`src/rtl/atm_balance_ctrl.sv`:
```
// rtl/atm_balance_ctrl.sv - ATM session FSM with PIN check, deposit/withdraw and balance register
// Optional wrong-PIN lockout compiled in with `define ATM_PIN_LOCKOUT_EN.
module atm_balance_ctrl #(
   parameter logic [3:0] PIN       = 4'hA,
   parameter logic [7:0] INIT_BAL  = 8'd100,
   parameter int         MAX_TRIES = 3
) (
   input  logic       clk,
   input  logic       rst_n,
   input  logic       card_in,
   input  logic [3:0] pin_in,
   input  logic [7:0] amount,
   input  logic       btn_enter,
   input  logic       btn_dep,
   input  logic       btn_wd,
   input  logic       btn_cancel,
   output logic [7:0] bal,
   output logic [2:0] state,
   output logic       err,
   output logic       locked
);

   localparam logic [2:0] S_IDLE = 3'd0;
   localparam logic [2:0] S_PIN  = 3'd1;
   localparam logic [2:0] S_MENU = 3'd2;
   localparam logic [2:0] S_DEP  = 3'd3;
   localparam logic [2:0] S_WD   = 3'd4;
   localparam logic [2:0] S_LOCK = 3'd5;

   logic cancel_q, enter_q, dep_q, wd_q;
   logic p_cancel, p_enter, p_dep, p_wd;
   logic abort;
   logic [8:0] sum9;

   // Only the highest-priority edge survives: cancel > enter > dep > wd.
   always_comb begin
      p_cancel = btn_cancel & ~cancel_q;
      p_enter  = btn_enter  & ~enter_q & ~p_cancel;
      p_dep    = btn_dep    & ~dep_q   & ~p_cancel & ~p_enter;
      p_wd     = btn_wd     & ~wd_q    & ~p_cancel & ~p_enter & ~p_dep;
      abort    = ~card_in | p_cancel;
      sum9     = {1'b0, bal} + {1'b0, amount};
   end

`ifdef ATM_PIN_LOCKOUT_EN
   localparam int TW = (MAX_TRIES > 1) ? $clog2(MAX_TRIES) : 1;
   localparam logic [TW-1:0] LAST_TRY = TW'(MAX_TRIES - 1);
   logic [TW-1:0] try_cnt;
`else
   assign locked = 1'b0;
`endif

   always_ff @(posedge clk or negedge rst_n) begin
      if (!rst_n) begin
         state    <= S_IDLE;
         bal      <= INIT_BAL;
         err      <= 1'b0;
         // History held high so a button held through reset is not a press.
         cancel_q <= 1'b1;
         enter_q  <= 1'b1;
         dep_q    <= 1'b1;
         wd_q     <= 1'b1;
`ifdef ATM_PIN_LOCKOUT_EN
         locked   <= 1'b0;
         try_cnt  <= '0;
`endif
      end else begin
         cancel_q <= btn_cancel;
         enter_q  <= btn_enter;
         dep_q    <= btn_dep;
         wd_q     <= btn_wd;
         err      <= 1'b0;
         case (state)
            S_IDLE: if (card_in) state <= S_PIN;
            S_PIN: begin
               if (abort) begin
                  state <= S_IDLE;
               end else if (p_enter) begin
                  if (pin_in == PIN) begin
                     state <= S_MENU;
`ifdef ATM_PIN_LOCKOUT_EN
                     try_cnt <= '0;
`endif
                  end else begin
                     err <= 1'b1;
`ifdef ATM_PIN_LOCKOUT_EN
                     if (try_cnt == LAST_TRY) begin
                        state  <= S_LOCK;
                        locked <= 1'b1;
                     end else begin
                        try_cnt <= try_cnt + 1'b1;
                     end
`endif
                  end
               end
            end
            S_MENU: begin
               if (abort)      state <= S_IDLE;
               else if (p_dep) state <= S_DEP;
               else if (p_wd)  state <= S_WD;
            end
            S_DEP: begin
               if (abort) begin
                  state <= S_IDLE;
               end else if (p_enter) begin
                  state <= S_MENU;
                  if (!sum9[8]) bal <= sum9[7:0];
                  else          err <= 1'b1;
               end
            end
            S_WD: begin
               if (abort) begin
                  state <= S_IDLE;
               end else if (p_enter) begin
                  state <= S_MENU;
                  if (amount <= bal) bal <= bal - amount;
                  else               err <= 1'b1;
               end
            end
`ifdef ATM_PIN_LOCKOUT_EN
            S_LOCK: state <= S_LOCK;
`endif
            default: state <= S_IDLE;
         endcase
      end
   end

endmodule

```
`config.mk`:
```
export PLATFORM = sky130hd
export DESIGN_NAME = atm_balance_ctrl
export DESIGN_NICKNAME = d
export VERILOG_FILES = /design/src/rtl/atm_balance_ctrl.sv
export SDC_FILE = /design/constraint.sdc
export NUM_CORES = 1
export LEC_CHECK = 0
export ABC_AREA = 0
export CAP_MARGIN = 20
export CELL_PAD_IN_SITES_DETAIL_PLACEMENT = 0
export CELL_PAD_IN_SITES_GLOBAL_PLACEMENT = 1
export CORE_AREA = 2 2 63 65
export CTS_BUF_LIST = sky130_fd_sc_hd__clkbuf_4
export DETAILED_ROUTE_END_ITERATION = 7
export DIE_AREA = 0 0 65 67
export PLACE_DENSITY_LB_ADDON = 0.05
export SLEW_MARGIN = 20
export SYNTH_ARGS = -nofsm -noshare
export SYNTH_HDL_FRONTEND = slang
export SYNTH_SLANG_ARGS = --single-unit
```
`constraint.sdc`:
```
create_clock -name clk -period 5.9 [get_ports clk]
set_clock_uncertainty 0.2 [all_clocks]
set_input_delay 0.885 -clock clk [delete_from_list [all_inputs] [get_ports clk]]
set_output_delay 0.885 -clock clk [all_outputs]
set_load 0.03 [all_outputs]
```
==> run_results.csv <==
group,metric,value,unit
outcome,status,"finished clean",
routing,drtPass1Iterations,4,
global_routing,grt_pass1_wl,5499,microns
logic_synthesis,ys_top_cells_by_area,"dfrtp_1, ha_1, dfstp_2",
routing,routedWlPerCell,13.07,microns
floorplan,rows,22,
worst_setup_path,cp-endpoint,"bal[4]$_DFFE_PN0P_",
logic_synthesis,synth_cell_types,40,
logic_synthesis,synth.cell_area,1423,sq um
logic_synthesis,synthCells,165,
timing,tns,0,ps
routing,wirelength,3137,microns
worst_setup_path,slowest_stage,"clkdlybuf4s50_1",
placement,place_area,1743,sq um
floorplan,num_io_pins,32,
clock_tree,clockRootBuffer,"clkbuf_4",
logic_synthesis,synthesis.nets,202,
worst_setup_path,critPathKind,"in -> reg",
final_layout,area_growth,24.36,%
power,vdd_drop_max,0.1493,mV
global_routing,antenna_found_initial,0,
final_layout,fillerInstances,362,
logic_synthesis,yosys-top-cells-count,"ha_1, inv_1, nor2_1, a21oi_1, o21ai_0",
final_layout,multi_input_area,913.4,sq um
global_routing,grt_pass1_vias,1237,
logic_synthesis,ys_seq_area_share,28.76,%
routing,route.met3.wl,111,microns
worst_setup_path,path_cells,"clkdlybuf4s50_1 -> inv_1 -> ha_1 -> o21ba_1 -> o21bai_1 -> a21o_1 -> a31oi_1 -> nand3_1 -> a21oi_4 -> mux2_2",
routing,met1_length,1505,microns
logic_synthesis,postSynth.asyncResetShare,100.0,%
logic_synthesis,yosysWarnings,0,
timing,period_needed,3385,ps
final_layout,fin_area,1769,sq um
final_layout,register_area,409.1,sq um
logic_synthesis,synth_top_area_share,15.83,%
routing,ant_nets,0,
power,p_leak,0.8060,nW
clock_tree,cts_made_buffers,3,
clock_tree,cts_tree,"done",
floorplan,start_util,39.45,%
final_layout,fin_nets,230,
power,power,648.0,uW
worst_setup_path,reg2reg_slack,3190,ps
worst_setup_path,startpoint,"amount[2]",
clock_tree,clockBufferDepth,2,
timing,worst_pin_slew,728.7,ps
logic_synthesis,synth_top_area_cell,"dfrtp_1",
worst_setup_path,reg2reg_from,"bal[0]$_DFFE_PN0P_",
worst_setup_path,worst-path-max-fanout,8,
clock_tree,cts_setup_buffers,0,
routing,drtIter0Drc,75,
timing,finalSetupViolations,0,
global_routing,grt_max_degree,17,
worst_setup_path,rr_endpoint,"bal[4]$_DFFE_PN0P_",
routing,route.detailed.drc,0,
final_layout,drive_above_1_share,9.896,%
floorplan,fp.dieW,65,microns
timing,min_period_over_period,57.38,%
timing,grt_setup_unrepaired,"no",
worst_setup_path,cp.required,5890,ps
global_routing,grt_util_all_layers,16.41,%
timing,maxSlewHeadroom,51.20,%
hold_path,hp-class,"reg -> reg",
routing,top_layer,"met4",
run,maxCapViolCount,0,
clock_tree,htree_levels,1,
worst_setup_path,end_kind,"register",
routing,vias_per_cell,4.988,
worst_setup_path,cp_slowest_stage_delay,470,ps
timing,hold_viol,0,
clock_tree,postCtsHoldBufs,0,
placement,io_buffers,30,
logic_synthesis,ys.flop_type,"dfrtp_1",
final_layout,diodes,0,
timing,max_freq,295.4,MHz
logic_synthesis,synth_seq_cells,16,
timing,finalMaxSlewViolations,0,
logic_synthesis,synth_edf_count,0,
logic_synthesis,postSynthAreaPerCell,8.622,sq um
global_routing,grt_overflow,0,
clock_tree,clk_latency,290,ps
routing,wl_met2,1474,microns
worst_setup_path,ff2ff_path_depth,10,
clock_tree,clkTransAtPathRegs,100,ps
floorplan,fp.dieArea,4355,sq um
placement,gp_congestion,0.8199,
power,power.density,366.3,nW/um^2
clock_tree,ctsResizeCount,0,
floorplan,die_y,67,microns
floorplan,core-area,3606,sq um
worst_setup_path,worstPathArrival,3370,ps
routing,vias,1197,
placement,hpwl,2494,microns
clock_tree,cts_sinks,16,
worst_setup_path,start_kind,"input port",
[per-stage QoR]
step                util (%)  hold slack, ps  std cells  setup slack, ps
floorplan                  -           389.4        165             2965
global placement       48.33           377.9        236             2206
detailed placement     48.33           380.2        236             2185
CTS                    49.06           394.0        240             2498
global route           49.06           424.9        240             2351
finish                 49.06           380.1        240             2515
[placed cells by master (no fill, tap or decap), types with 2 or more instances in the layout]
cell type,netlist,layout
o21ai_0,12,12
a31oi_1,3,3
nor2_1,14,14
dfrtp_1,9,9
nand3_1,5,5
o21ai_1,2,2
ha_1,16,16
clkdlybuf4s50_1,0,30
a21o_1,4,4
inv_1,16,16
xnor2_1,4,4
nand2_1,11,11
clkbuf_4,0,3
nand2b_1,2,2
nor2b_1,6,6
fa_1,2,2
a211oi_1,2,2
mux2i_1,2,2
dfstp_2,7,7
xor2_1,2,2
nor3_1,3,3
mux2_2,6,6
a21oi_1,12,12
o21bai_1,3,3
[worst max-delay path, delay by kind of cell]
| family | cells | cell delay [ps] |
|---|---|---|
| and+or+nand+nor | 1 | 150 |
| buffers and inverters | 2 | 520 |
| AOI/OAI and AO/OA | 5 | 1030 |
| adders and majority gates | 1 | 390 |
| muxes | 1 | 380 |
[power by group]
part / leakage [nW] / total, mW / switching (mW) / internal, mW
logic: 0.605 / 0.406 / 0.225 / 0.181
clock network: 0.0154 / 0.0598 / 0.0352 / 0.0246
registers: 0.186 / 0.182 / 0.0399 / 0.142
total: 0.806 / 0.648 / 0.300 / 0.348
[state kept, by name, indices dropped and copies added (netlist names)]
register  flops
state         3
wd_q          1
cancel_q      1
enter_q       1
dep_q         1
err           1
bal           8
[layout make-up]
cell class / instances / share of cell area (%)
sequential: 16 / 23.13
clock inverter: 1 / 0.2122
clock buffer: 3 / 1.273
tap: 48 / 3.395
inverter: 16 / 3.395
multi-input combinational: 126 / 51.63
timing repair buffer: 30 / 16.97
[layer usage]
layer | GRT usage (%) | up-vias
met3 | 1.858 | 5
met2 | 28.61 | 31
met1 | 20.66 | 540
li1 | - | 621
met4 | 6.383 | 0
met5 | 0 | -
[how the worst min path moves through the flow]
stage / start / to / slack, ps / cells after the start
finish: bal[0]$_DFFE_PN0P_ / bal[0]$_DFFE_PN0P_ / 380 / 2
global route: bal[0]$_DFFE_PN0P_ / bal[0]$_DFFE_PN0P_ / 420 / 2
CTS: bal[0]$_DFFE_PN0P_ / bal[0]$_DFFE_PN0P_ / 390 / 2
detailed placement: bal[0]$_DFFE_PN0P_ / bal[0]$_DFFE_PN0P_ / 380 / 2
global placement: bal[3]$_DFFE_PN0P_ / bal[3]$_DFFE_PN0P_ / 380 / 1
floorplan: rst_n / bal[0]$_DFFE_PN0P_ / 390 / 0
[logic make-up after synthesis]
family                   share of synthesized area [%]
AO/OA/AOI/OAI                                    19.53
buffers and inverters                            7.036
adder cells (fa/ha/maj)                          16.89
other                                           0.2636
flip-flops                                       28.76
AND/OR/NAND/NOR                                  17.68
multiplexers                                     6.156
XOR/XNOR                                         3.694
Power figures use the tool's default switching activity.
